<file path="config.mk">
export PLATFORM = sky130hd
export DESIGN_NAME = rgb_cmp_arbiter
export DESIGN_NICKNAME = d
export VERILOG_FILES = /design/src/rtl/rgb_cmp_arbiter.sv
export SDC_FILE = /design/constraint.sdc
export NUM_CORES = 1
export LEC_CHECK = 0
export CORE_AREA = 5 5 52 54
export DETAILED_ROUTE_END_ITERATION = 8
export DIE_AREA = 0 0 57 59
export GPL_TIMING_DRIVEN = 0
export PLACE_DENSITY = 0.84
export SLEW_MARGIN = 20
export SYNTH_ARGS = -nofsm -noshare
export SYNTH_HDL_FRONTEND = slang
export SYNTH_SLANG_ARGS = --single-unit
</file>
<file path="constraint.sdc">
create_clock -name clk -period 4.11 [get_ports clk]
set_input_delay 0.411 -clock clk [delete_from_list [all_inputs] [get_ports clk]]
set_output_delay 0.411 -clock clk [all_outputs]
set_load 0.02 [all_outputs]
</file>
<file path="src/rtl/rgb_cmp_arbiter.sv">
`default_nettype none
`timescale 1ns / 1ps
// ============================================================================
//  Module   : rgb_cmp_arbiter
//  Brief    : Two-requester round-robin arbiter that latches the winning
//             operand pair, shows its 2-bit magnitude comparison on R/G/B for
//             HOLD cycles, blanks for one cycle, then returns to idle.
//  Revision : 1.0  initial release
// ============================================================================
module rgb_cmp_arbiter #(
    parameter int unsigned HOLD = 8
) (
    input  logic       clk,
    input  logic       rst_n,
    input  logic [1:0] req,
    input  logic [1:0] a0,
    input  logic [1:0] b0,
    input  logic [1:0] a1,
    input  logic [1:0] b1,
    output logic [1:0] gnt,
    output logic       R,
    output logic       G,
    output logic       B,
    output logic       busy,
    output logic       owner
);

    typedef enum logic [1:0] {
        S_IDLE  = 2'd0,
        S_SHOW  = 2'd1,
        S_BLANK = 2'd2
    } state_t;

    // Down-counter reload: SHOW spans HOLD cycles including the entry cycle.
    localparam logic [7:0] c_HOLD_LOAD = 8'(HOLD - 1);

    state_t     r_state;
    logic [7:0] r_cnt;
    logic [1:0] r_a;
    logic [1:0] r_b;

    logic       w_sel;
    logic [1:0] w_sel_a;
    logic [1:0] w_sel_b;
    logic [2:0] w_sel_rgb;
    logic [2:0] w_lat_rgb;

    // {a<=b, a!=b, a>=b} for an unsigned 2-bit pair.
    function automatic logic [2:0] f_cmp(input logic [1:0] a, input logic [1:0] b);
        return {(a <= b), (a != b), (a >= b)};
    endfunction

    // Round-robin pick: a lone request wins outright; on contention the
    // requester that was not served last wins.
    always_comb begin
        w_sel = ~owner;
        case (req)
            2'b01:   w_sel = 1'b0;
            2'b10:   w_sel = 1'b1;
            default: w_sel = ~owner;
        endcase
        w_sel_a   = w_sel ? a1 : a0;
        w_sel_b   = w_sel ? b1 : b0;
        w_sel_rgb = f_cmp(w_sel_a, w_sel_b);
        w_lat_rgb = f_cmp(r_a, r_b);
    end

    // Single FSM with registered outputs; async reset clears everything at once.
    always_ff @(posedge clk or negedge rst_n) begin
        if (!rst_n) begin
            r_state <= S_IDLE;
            r_cnt   <= 8'd0;
            r_a     <= 2'd0;
            r_b     <= 2'd0;
            gnt     <= 2'b00;
            R       <= 1'b0;
            G       <= 1'b0;
            B       <= 1'b0;
            busy    <= 1'b0;
            owner   <= 1'b1;
        end else begin
            case (r_state)
                S_IDLE: begin
                    gnt       <= 2'b00;
                    {R, G, B} <= 3'b000;
                    busy      <= 1'b0;
                    if (req != 2'b00) begin
                        // Result is computed from the live inputs so it is
                        // valid in the same cycle as the grant pulse.
                        r_state   <= S_SHOW;
                        r_a       <= w_sel_a;
                        r_b       <= w_sel_b;
                        r_cnt     <= c_HOLD_LOAD;
                        owner     <= w_sel;
                        gnt       <= w_sel ? 2'b10 : 2'b01;
                        {R, G, B} <= w_sel_rgb;
                        busy      <= 1'b1;
                    end
                end
                S_SHOW: begin
                    gnt  <= 2'b00;
                    busy <= 1'b1;
                    if (r_cnt == 8'd0) begin
                        r_state   <= S_BLANK;
                        {R, G, B} <= 3'b000;
                    end else begin
                        // Refresh from the latched pair only, so input
                        // changes during SHOW cannot disturb the display.
                        r_cnt     <= r_cnt - 8'd1;
                        {R, G, B} <= w_lat_rgb;
                    end
                end
                S_BLANK: begin
                    r_state   <= S_IDLE;
                    gnt       <= 2'b00;
                    {R, G, B} <= 3'b000;
                    busy      <= 1'b0;
                end
                default: begin
                    r_state   <= S_IDLE;
                    r_cnt     <= 8'd0;
                    gnt       <= 2'b00;
                    {R, G, B} <= 3'b000;
                    busy      <= 1'b0;
                end
            endcase
        end
    end

endmodule
`default_nettype wire

</file>
==> results of run 1 <==
cell type report:
cell class	instances	area, µm²	area share, %
Sequential cell	21	527	37.3
Tap cell	28	35.0	2.48
Clock buffer	4	26.3	1.86
Timing Repair Buffer	18	180	12.7
Inverter	11	41.3	2.92
Buffer	2	7.51	0.531
Multi-Input combinational cell	84	597	42.2
state kept, by name (all words and copies together) (netlist names):
signal	cells
r_cnt	8
owner	1
r_a	2
r_b	2
busy	1
B	1
r_state	2
gnt	2
G	1
R	1
synth_stat cells, types with 2 or more instances:
cell,count
nor3_1,2
a21o_1,2
o21ai_1,3
a31oi_1,2
nor2b_1,4
a32o_1,2
o21ai_0,6
nand2_1,9
o22ai_1,3
clkbuf_1,2
mux2_2,4
ha_1,8
nand2b_1,4
inv_1,11
mux2i_1,3
a21oi_1,9
nor2_1,9
dfrtp_1,20
kinds of logic after synthesis:
family | after synthesis
AND/OR/NAND/NOR | 38
multiplexers | 8
buffers and inverters | 13
flip-flops | 21
adder cells (fa/ha/maj) | 8
AO/OA/AOI/OAI | 30
final timing paths:
kind	from	end	slack, ns	cells after the start
max	req[0]	R	1.46	9
min	r_a[0]	r_a[0]	0.50	2
max reg2reg	owner	R	2.06	6
min reg2reg	r_a[0]	r_a[0]	0.50	2
max in group asynchronous	rst_n	r_b[0]	2.95	1
min in group asynchronous	rst_n	r_cnt[7]	0.60	1
power by group:
group / total [W] / leakage (nW) / internal (W) / switching, W
logic: 0.0000765 / 0.364 / 0.0000407 / 0.0000359
clock network: 0.000101 / 0.0150 / 0.0000380 / 0.0000626
registers: 0.000218 / 0.237 / 0.000215 / 0.00000311
total: 0.000395 / 0.616 / 0.000293 / 0.000102
per-layer routing:
metal | GRT usage, % | part of all wire [%] | vias up | wire (µm)
met5 | 0 | 0 | - | 0
met4 | 4.30 | 1.3 | 0 | 29
met3 | 3.27 | 4.7 | 5 | 106
met2 | 27.6 | 50 | 18 | 1120
met1 | 17.2 | 44 | 434 | 980
li1 | - | - | 462 | -
stage by stage:
step / power [W] / std cells / worst slack, ns / util (%) / hold WS (ns)
6_report: 0.000395 / 168 / 1.46 / 65.2 / 0.502
5_1_grt: 0.000412 / 168 / 1.37 / 65.2 / 0.532
4_1_cts: 0.000395 / 168 / 1.46 / 65.2 / 0.505
3_5_place_dp: 0.000299 / 164 / 1.14 / 64.0 / 0.479
3_3_place_gp: 0.000295 / 164 / 1.25 / 64.0 / 0.471
2_1_floorplan: 0.000265 / 118 / 1.85 / - / 0.115
worst max-delay path, cell delays in order:
cell,delay [ns]
clkdlybuf4s50_1,0.47
inv_1,0.06
ha_1,0.30
mux2i_2,0.42
mux2_2,0.40
ha_1,0.32
nor2b_1,0.15
o21ai_0,0.10
a32o_1,0.21
==> results_dict.tcl, run 1 <==
set metrics [dict create \
    status "finished clean" \
    yosysTopAreaCell "dfrtp_1" \
    slew_headroom_pct 38.7 \
    area_growth_pct 20.6 \
    clk_path_buf_depth 2 \
    synth-compound-area-share_pct 15.6 \
    first_pass_iters 4 \
    cts_setup_buffers 0 \
    ios 19 \
    n_fill_cell 186 \
    grt_usage_pct 14.9 \
    fin_crit_sh_pct 64.4 \
    synth_enable_flop_cells 0 \
    clkTransAtPathRegs_ns 0.11 \
    tightest_slew_ns 0.916 \
    yosysWarnings 0 \
    grt_pass1_wl_mm 3.96 \
    p_leak_nw 0.616 \
    synth_top_area_share_pct 42.7 \
    antenna_cells 0 \
    synth_fa_ha_area_share_pct 8.54 \
    synth_nets 138 \
    drv_cap 0 \
    fin_skew_ns 0.00459 \
    rsz0062_at_grt "false" \
    synth-xor-area-share_pct 0 \
    finalSetupViolCount 0 \
    yosysUniqueCellTypes 33 \
    initial_core_util_pct 54.0 \
    root_buffer "clkbuf_4" \
    ys_ff_latch 21 \
    hold_class "reg -> reg" \
    route.detailed.drc 0 \
    die_height_um 59 \
    slew_viol_final 0 \
    irDropWorstVdd_uv 231 \
    synth.area.top_cells "dfrtp_1, ha_1, a21oi_1" \
    cts_hold_buf 0 \
    cts_tree "yes" \
    hold_viol_final 0 \
    path_class "in -> reg" \
    synth_top_family_by_area "simple AND/OR/NAND/NOR gates" \
    powerDensity_nw_per_um2 279 \
    h-tree-depth 1 \
    synthArstFlopShare_pct 100 \
    clock.fmax_mhz 378 \
    worstSkewPairLatency_ns 0.31 \
    synthMuxAreaShare_pct 7.58 \
    dieArea_um2 3360 \
    antenna_found_initial 0 \
    globalRouteOverflowTotal 0 \
    layout_commonest_cell "dfrtp_1" \
    worst_ep_arrival_time_ns 2.85 \
    syn-instance-count 118 \
    netlist_area_um2 1170 \
    wl_mm 2.24 \
    worst-path-max-fanout 6 \
    numClockSinks 21 \
    place.gp.congestion 0.842 \
    drive_above_1_share_pct 10.7 \
    layout_common_cells "dfrtp_1, clkdlybuf4s50_1, inv_1" \
    core_area_um2 2170 \
    grt_max_degree 22 \
    ys_seq_area_share_pct 44.9 \
    endpoint_kind "flip-flop" \
    postRouteAntennaNets 0 \
    dr.first_iter.drc_count 23 \
    avgSynthCellArea_um2 9.94 \
    place_area_um2 1390 \
    yosys.area_share.simple_pct 19.2 \
    dp_hpwl_mm 1.77 \
    finalCriticalPeriod_ns 2.65 \
    placementRows 17 \
    required_ns 4.32 \
    cts_made_buffers 3 \
    start_kind "primary input" \
    wl_per_cell_um 13.3 \
    cts_resized 0 \
    synth_flop_cell "dfrtp_1" \
    grt_pass1_vias 961 \
    setup_tns_ns 0 \
    vias_per_cell 5.47 \
    die_x_um 57 \
    dr_total_vias 919 \
    io_buffers 18 \
    finalNetCount 161 \
    final_area_um2 1410 \
]
Note: power is estimated with default switching activity, not from simulation.
==> run 2, diff against run 1 <==
Settings changed: CORE_AREA 5 5 52 54 to 5 5 56 58, DIE_AREA 0 0 57 59 to 0 0 61 63, PLACE_DENSITY 0.84 to 0.76.
Clock period 4.11 ns to 2.28 ns, I/O delays scaled along.
==> results_dict.tcl, run 2 (same netlist as run 1, synthesis figures left out) <==
set metrics [dict create \
    postRouteAntennaNets 0 \
    antenna_cells 0 \
    initial_core_util_pct 44.8 \
    place.gp.congestion 0.782 \
    sw_frac_of_total_pct 26.5 \
    globalRouteOverflowTotal 0 \
    slew_headroom_pct 36.0 \
    vias_per_cell 5.47 \
    wl_mm 2.61 \
    startpoint "req[0]" \
    finalNetCount 164 \
    grt_pass1_wl_mm 4.18 \
    finalCriticalPeriod_ns 2.24 \
    status "finished clean" \
    hold_class "in -> reg" \
    io_buffers 18 \
    die_height_um 63 \
    r2r_start "owner" \
    finalSetupViolCount 0 \
    fin_skew_ns 0.00803 \
    setup_ws_ns 0.0443 \
    cts_tree "yes" \
    placementRows 19 \
    dr.first_iter.drc_count 6 \
    area_growth_pct 30.1 \
    power_frac_comb_pct 24.8 \
    switchingPower_w 0.000203 \
    pwr-share-clk_pct 23.8 \
    final_area_um2 1530 \
    numClockSinks 21 \
    ios 19 \
    drive_above_1_share_pct 18.9 \
    grt_max_degree 22 \
    powerDensity_nw_per_um2 501 \
    setup_tns_ns 0 \
    hold_depth 4 \
    grt_pass1_vias 950 \
    route.detailed.drc 0 \
    fin_hold_ws_ns 0.371 \
    die_x_um 61 \
    endpoint_kind "flip-flop" \
    clkTransAtPathRegs_ns 0.12 \
    drv_cap 0 \
    worstSkewPairLatency_ns 0.31 \
    clock.fmax_mhz 447 \
    grt_use_met2_pct 22.7 \
    layout_common_cells "dfrtp_1, clkdlybuf4s50_1, inv_1, nor2_1, nand2_1" \
    p_int_w 0.000561 \
    dieArea_um2 3840 \
    irDropWorstVdd_uv 449 \
    first_pass_iters 2 \
    grt_use_met3_pct 2.48 \
    slew_viol_final 0 \
    regMostFlops "r_cnt" \
    reg2reg_depth 7 \
    tightest_slew_ns 0.957 \
    cts_made_buffers 3 \
    path_cells "clkdlybuf4s50_1 > inv_2 > ha_4 > mux2i_4 > buf_6 > mux2i_4 > ha_4 > nor2b_2 > o21ai_0 > a32o_1" \
    path_class "in -> reg" \
    worst-path-max-fanout 4 \
    hp-start "req[1]" \
    required_ns 2.53 \
    grtUsageMet1_pct 19.0 \
    crit_path_max_incr_delay_ns 0.47 \
    grt-busiest-layer "met2" \
    layout_commonest_cell "dfrtp_1" \
    hold_viol_final 0 \
    cpMaxStageDelayCell "clkdlybuf4s50_1" \
    h-tree-depth 1 \
    antenna_found_initial 0 \
    start_kind "primary input" \
    dp_hpwl_mm 1.81 \
    clk_path_buf_depth 2 \
    p_leak_nw 0.652 \
    grt_usage_pct 14.4 \
    wl_per_cell_um 15.0 \
    dp_slack_ns -0.482 \
    largest_reg_flops 8 \
    place_area_um2 1390 \
    pwr-share-seq_pct 51.5 \
    root_buffer "clkbuf_4" \
    fin_crit_sh_pct 98.1 \
    core_area_um2 2620 \
    dr_total_vias 952 \
    worst_ep_arrival_time_ns 2.49 \
]
-- run 2: layout make-up --
| class | instances | area, µm² |
|---|---|---|
| multi-input combinational | 84 | 676 |
| clock buffer | 4 | 26.3 |
| fill | 220 | 1090 |
| tap | 31 | 38.8 |
| inverter | 11 | 41.3 |
| buffer | 2 | 7.51 |
| sequential | 21 | 527 |
| timing repair buffer | 21 | 209 |
-- run 2: worst max-delay path: cells and delay by family --
kind,cells,cell delay [ns]
buffers and inverters,3,0.70
adders and majority gates,2,0.51
and+or+nand+nor,1,0.14
muxes,2,0.56
AOI/OAI and AO/OA,2,0.34
-- run 2: metrics by stage --
step	utilization, %	total power (W)	cells
after CTS	55.4	0.000731	173
after floorplan	-	0.000478	118
after global routing	58.3	0.000804	174
final	58.3	0.000764	174
after detailed placement	53.2	0.000538	167
after global placement	53.2	0.000534	167
-- run 2: what timing repair did --
action                     in CTS  in global routing
pin swaps                       0                  2
buffers inserted                2                  1
hold buffers                    0                  0
gates resized for setup         3                 13
setup endpoints to repair       2                  2
-- run 2: routing by layer --
layer / share of wire, % / vias to the layer above
met5: 0 / -
met4: 2.6 / 0
met3: 3.3 / 8
met2: 49 / 19
met1: 45 / 461
li1: - / 464
-- run 2: power by group through the flow --
stage	sequential, W	combinational, W	clock [W]
after floorplan	0.000412	0.0000667	0
after global placement	0.000400	0.000134	0
after detailed placement	0.000400	0.000138	0
after CTS	0.000393	0.000152	0.000185
after global routing	0.000396	0.000206	0.000202
final	0.000393	0.000189	0.000181
-- run 2: worst paths after layout --
kind / to / slack, ns
max: R / 0.04
min: busy / 0.37
max reg2reg: R / 0.44
min reg2reg: r_a[0] / 0.50
max in group asynchronous: gnt[1] / 1.26
min in group asynchronous: r_cnt[6] / 0.44
